==> config.mk <==
export PLATFORM = sky130hd
export DESIGN_NAME = multiword_addsub_seq
export DESIGN_NICKNAME = d
export VERILOG_FILES = /design/src/rtl/alu_pkg.sv /design/src/rtl/addsub_limb.sv /design/src/rtl/multiword_addsub_seq.sv
export SDC_FILE = /design/constraint.sdc
export NUM_CORES = 1
export LEC_CHECK = 0
export CAP_MARGIN = 20
export CORE_MARGIN = 3
export CORE_UTILIZATION = 24
export DETAILED_ROUTE_END_ITERATION = 10
export PLACE_DENSITY = 0.52
export REMOVE_ABC_BUFFERS = 1
export SLEW_MARGIN = 20
export SYNTH_ARGS = -nofsm -noshare
export SYNTH_HDL_FRONTEND = slang
export SYNTH_SLANG_ARGS = --single-unit
export TNS_END_PERCENT = 30
==> constraint.sdc <==
create_clock -name clk -period 30.4 [get_ports clk]
set_input_delay 4.56 -clock clk [delete_from_list [all_inputs] [get_ports clk]]
set_output_delay 4.56 -clock clk [all_outputs]
set_load 0.01 [all_outputs]
==> src/rtl/alu_pkg.sv <==
// rtl/alu_pkg.sv - shared op encoding and FSM state constants for the multiword add/sub unit
package alu_pkg;

  // Arithmetic operation selector, sampled when a request is accepted
  typedef enum logic [1:0] {
    OP_ADD = 2'b00,
    OP_ADC = 2'b01,
    OP_SUB = 2'b10,
    OP_SBC = 2'b11
  } op_t;

  // Sequencer states
  localparam logic [1:0] IDLE = 2'd0;
  localparam logic [1:0] RUN  = 2'd1;
  localparam logic [1:0] DONE = 2'd2;

  // Subtract-class ops feed the inverted second operand into the adder
  function automatic logic is_sub_op(input op_t o);
    return (o == OP_SUB) || (o == OP_SBC);
  endfunction

endpackage

==> src/rtl/addsub_limb.sv <==
// rtl/addsub_limb.sv - combinational one-limb adder exposing carry into and out of the MSB
module addsub_limb #(
  parameter int LIMB_W = 32
) (
  input  logic [LIMB_W-1:0] a,
  input  logic [LIMB_W-1:0] b,
  input  logic              cin,
  output logic [LIMB_W-1:0] sum,
  output logic              cout,
  output logic              c_msb
);

  logic [LIMB_W-1:0] low;
  logic [1:0]        top;

  // Split the add at the MSB so the carry into it is visible for signed overflow
  always_comb begin
    low   = {1'b0, a[LIMB_W-2:0]} + {1'b0, b[LIMB_W-2:0]} + {{(LIMB_W-1){1'b0}}, cin};
    c_msb = low[LIMB_W-1];
    top   = {1'b0, a[LIMB_W-1]} + {1'b0, b[LIMB_W-1]} + {1'b0, c_msb};
    sum   = {top[0], low[LIMB_W-2:0]};
    cout  = top[1];
  end

endmodule

==> src/rtl/multiword_addsub_seq.sv <==
// rtl/multiword_addsub_seq.sv - limb-serial ADD/ADC/SUB/SBC with NZCV flags; ADDSUB_RSB_EN adds rev (RSB/RSC)
module multiword_addsub_seq
  import alu_pkg::*;
#(
  parameter int LIMB_W    = 32,
  parameter int NUM_LIMBS = 4
) (
  input  logic                        clk,
  input  logic                        rst,
  input  logic                        start,
  input  logic [1:0]                  op,
  input  logic                        c_in,
  input  logic [LIMB_W*NUM_LIMBS-1:0] a,
  input  logic [LIMB_W*NUM_LIMBS-1:0] b,
`ifdef ADDSUB_RSB_EN
  input  logic                        rev,
`endif
  output logic                        ready,
  output logic                        done,
  output logic [LIMB_W*NUM_LIMBS-1:0] s,
  output logic                        n,
  output logic                        z,
  output logic                        c,
  output logic                        v
);

  localparam int OPW  = LIMB_W * NUM_LIMBS;
  localparam int IDXW = (NUM_LIMBS > 1) ? $clog2(NUM_LIMBS) : 1;
  localparam logic [IDXW-1:0] LAST_IDX = IDXW'(NUM_LIMBS - 1);

  logic [1:0]                         state;
  logic [NUM_LIMBS-1:0][LIMB_W-1:0]   a_q;
  logic [NUM_LIMBS-1:0][LIMB_W-1:0]   b_q;
  logic [NUM_LIMBS-1:0][LIMB_W-1:0]   s_q;
  logic [IDXW-1:0]                    idx;
  logic                               carry;
  logic                               zacc;

  op_t              op_e;
  logic             rev_i;
  logic             swap;
  logic [OPW-1:0]   opa;
  logic [OPW-1:0]   opb;
  logic             cin0;
  logic [LIMB_W-1:0] limb_sum;
  logic             limb_cout;
  logic             limb_cmsb;
  logic             limb_zero;

`ifdef ADDSUB_RSB_EN
  assign rev_i = rev;
`else
  assign rev_i = 1'b0;
`endif

  assign op_e = op_t'(op);

  // Operand steering and initial carry chosen at accept time
  always_comb begin
    swap = is_sub_op(op_e) && rev_i;
    opa  = swap ? b : a;
    opb  = swap ? a : b;
    if (is_sub_op(op_e)) opb = ~opb;
    case (op_e)
      OP_ADD:  cin0 = 1'b0;
      OP_ADC:  cin0 = c_in;
      OP_SUB:  cin0 = 1'b1;
      default: cin0 = c_in;
    endcase
  end

  addsub_limb #(.LIMB_W(LIMB_W)) u_limb (
    .a     (a_q[idx]),
    .b     (b_q[idx]),
    .cin   (carry),
    .sum   (limb_sum),
    .cout  (limb_cout),
    .c_msb (limb_cmsb)
  );

  assign limb_zero = (limb_sum == '0);

  // Sequencer: accept, one limb per edge with chained carry, flags from the last limb
  always_ff @(posedge clk or posedge rst) begin
    if (rst) begin
      state <= IDLE;
      a_q   <= '0;
      b_q   <= '0;
      s_q   <= '0;
      idx   <= '0;
      carry <= 1'b0;
      zacc  <= 1'b0;
      n     <= 1'b0;
      z     <= 1'b0;
      c     <= 1'b0;
      v     <= 1'b0;
    end else begin
      case (state)
        IDLE: begin
          if (start) begin
            a_q   <= opa;
            b_q   <= opb;
            idx   <= '0;
            carry <= cin0;
            zacc  <= 1'b1;
            state <= RUN;
          end
        end
        RUN: begin
          s_q[idx] <= limb_sum;
          carry    <= limb_cout;
          zacc     <= zacc & limb_zero;
          if (idx == LAST_IDX) begin
            idx   <= '0;
            n     <= limb_sum[LIMB_W-1];
            z     <= zacc & limb_zero;
            c     <= limb_cout;
            v     <= limb_cmsb ^ limb_cout;
            state <= DONE;
          end else begin
            idx <= idx + 1'b1;
          end
        end
        DONE: state <= IDLE;
        default: state <= IDLE;
      endcase
    end
  end

  assign ready = (state == IDLE);
  assign done  = (state == DONE);
  assign s     = s_q;

endmodule
==> out/metrics.csv <==
metric;value;unit
Ports;396;
antenna violations before repair;3;
RR Endpoint;zacc;
worst hold slack;0.465;ns
CTS sink count;393;
status;complete, no violations;
CTS tree;done;
Detail Route Antenna Nets;0;
num rows;102;
Worst Hold Class;reg -> reg;
Final Hold Vio Count;0;
Hold Path Stages;2;
Worst Path Arrival;7.99;ns
Sw Share;0.461;
largest area contributor in the netlist;dfrtp_1;
largest net degree at the start of global routing;120;
DRT Pass-1 Iters;5;
Netlist cell types;67;
worst-margin pin slew;1.02;ns
Worst R2R Path Depth;17;
endpoints failing setup;0;
vias in the first global route;15400;
MaxCap Viol Count;0;
leakage;10.9;nW
Async SR Flop Fraction;1.00;
Worst Setup Start Kind;input port;
worst hold start;a_q[125];
sw power;1.55;mW
Synth Flop Type;dfrtp_1;
setup TNS;0;ns
Crit Path Category;in -> async;
synth top area cells;dfrtp_1 (52%), nand2_1 (13%), mux4_2 (7.6%), o21ai_0 (7.3%), xnor2_1 (6.5%);
CP Max Fanout;88;
first-pass GRT wire length;91700;um
vias;14600;
last weighted congestion value of the routability-driven placer;0.789;
Internal;1.81;mW
CTS root buf;clkbuf_16;
Fin Clk Skew;0.0158;ns
die extent in x;286;um
Reg clk slew, reported paths;0.06;ns
fmax;135;MHz
Worst setup EP type;asynchronous set/reset pin;
vias per cell;4.40;
Data required, critical path;30.99;ns
initial DRC count;721;
Mapped Area;18900;sq um
final critical-path share of the clock period;0.243;
clock power share;0.156;
Met3 Wirelength;2800;um
CTS buffer count;44;
Final nets;2551;
Max Slew Vio Count;0;
htree depth;2;
DP HPWL;44400;um
M1 WL;27900;um
Worst Hold End;a_q[125];
global route overflow;0;
Total Routed Length;60000;um
worst rel slew slack;0.318;
layout cells sized above 1;0.0794;
DIE AREA;82000;sq um
r2r startpoint;idx[1];
CTS resizes;0;
Post-Synthesis Cells;1923;
Initial Util;0.243;
power per standard cell area;133;nW/um^2
area grow syn2layout;33.6;%
VDD IR-drop max;51.2;uV
core area;77600;sq um
I/O Buffers;395;
worst-skew pair later-pin latency;0.57;ns
DRC viols;0;
RSZ-0062 raised after global routing;false;
Post-Syn Area per Cell;9.80;sq um
GRT Util Overall;0.144;
EDFF count, synth;0;
sequential share of the synthesized area;0.522;
Gate power share;0.570;
DR WL met2;28200;um
Period minus WS final;7.40;ns
Worst R2R Setup Slack;23.83;ns
# hold bufs at CTS;0;
wire per inst;18.1;um
Flop pwr share;0.274;
highest metal used;met5;
Ys Warns;0;
setup repair bufs after CTS;0;
CTS Buffer Depth;3;
Yosys top cell area share;0.522;
flops & latches, synth;393;
die height;286;um
-- routing by layer --
metal / global-route usage / up-vias
met1: 0.198 / 7077
met3: 0.0272 / 70
met4: 0.0284 / 4
met2: 0.239 / 354
li1: - / 7125
met5: 0 / -
-- critical path, stage by stage --
cell             delay [ns]
clkdlybuf4s50_1        0.49
inv_8                  0.44
buf_4                  0.80
buf_4                  0.83
buf_6                  0.71
-- cells in the final DEF (no fill, tap or decap), drive strengths merged, types with 9 or more instances in the layout --
cell	Yosys	final
o21ai	278	278
buf	13	18
a21oi	29	29
clkdlybuf4s50	0	394
clkbuf	116	62
xnor2	140	140
nand3	9	9
ha	34	34
xor2	12	12
nand4	12	12
inv	11	14
mux4	64	64
nor2	27	27
dfrtp	393	393
a21o	10	10
nand2	666	666
-- worst max path at each step --
stage / startpoint / end
CTS: rst / b_q[119]
global route: rst / b_q[120]
detailed placement: rst / a_q[86]
finish: rst / b_q[55]
floorplan: rst / a_q[0]
global placement: rst / b_q[119]
-- flip-flops by register name, indices dropped and copies added, names as in the netlist --
signal / count
c: 1
n: 1
z: 1
s: 127
state: 2
carry: 1
a_q: 128
zacc: 1
idx: 2
v: 1
b_q: 128
-- cell usage after synthesis, types with 6 or more instances --
master	n
ha_1	34
nor3_1	7
nand3_1	9
a21oi_1	26
dfrtp_1	393
clkbuf_1	115
inv_1	11
nor2_1	27
nand2_1	666
mux4_2	64
o211ai_1	6
mux2_2	8
nand4_1	12
o21ai_0	274
buf_1	6
a21o_1	10
xor2_1	12
xnor2_1	139
-- power by group through the flow --
stage / sequential [mW] / clock, mW / combinational, mW
detailed placement: 0.932 / 0 / 1.94
floorplan: 0.945 / 0 / 1.14
CTS: 0.923 / 0.543 / 1.95
finish: 0.920 / 0.523 / 1.91
global route: 0.951 / 0.562 / 2.13
global placement: 0.921 / 0 / 1.89
-- cell type report --
class                      count  area (sq um)
antenna                        2          5.00
timing repair buffer         412          4090
clock inverter                13           129
tap                         1040          1300
sequential                   393          9840
multi-input combinational   1390          8500
clock buffer                  62          1270
inverter                      11          48.8
fill                        7996         52400
-- stage by stage --
step | total power, mW | setup slack (ns) | std cells | area, sq um | util
final | 3.35 | 23.00 | 3323 | 25200 | 0.325
after floorplan | 2.09 | 14.91 | 1794 | 18400 | -
after global placement | 2.82 | 22.03 | 3246 | 23800 | 0.306
after CTS | 3.41 | 22.47 | 3321 | 25200 | 0.324
after detailed placement | 2.87 | 21.84 | 3246 | 23800 | 0.306
after global routing | 3.64 | 22.44 | 3321 | 25200 | 0.325
-- kinds of logic after synthesis --
| kind of cell | Yosys count | share of synthesized area |
|---|---|---|
| adders and majority gates | 37 | 0.0258 |
| DFF | 393 | 0.522 |
| AOI/OAI and AO/OA | 374 | 0.112 |
| xor gates and xnor gates | 152 | 0.0710 |
| muxes | 74 | 0.0823 |
| and+or+nand+nor | 753 | 0.159 |
| buffers and inverters | 140 | 0.0289 |
Power figures use the tool's default switching activity.
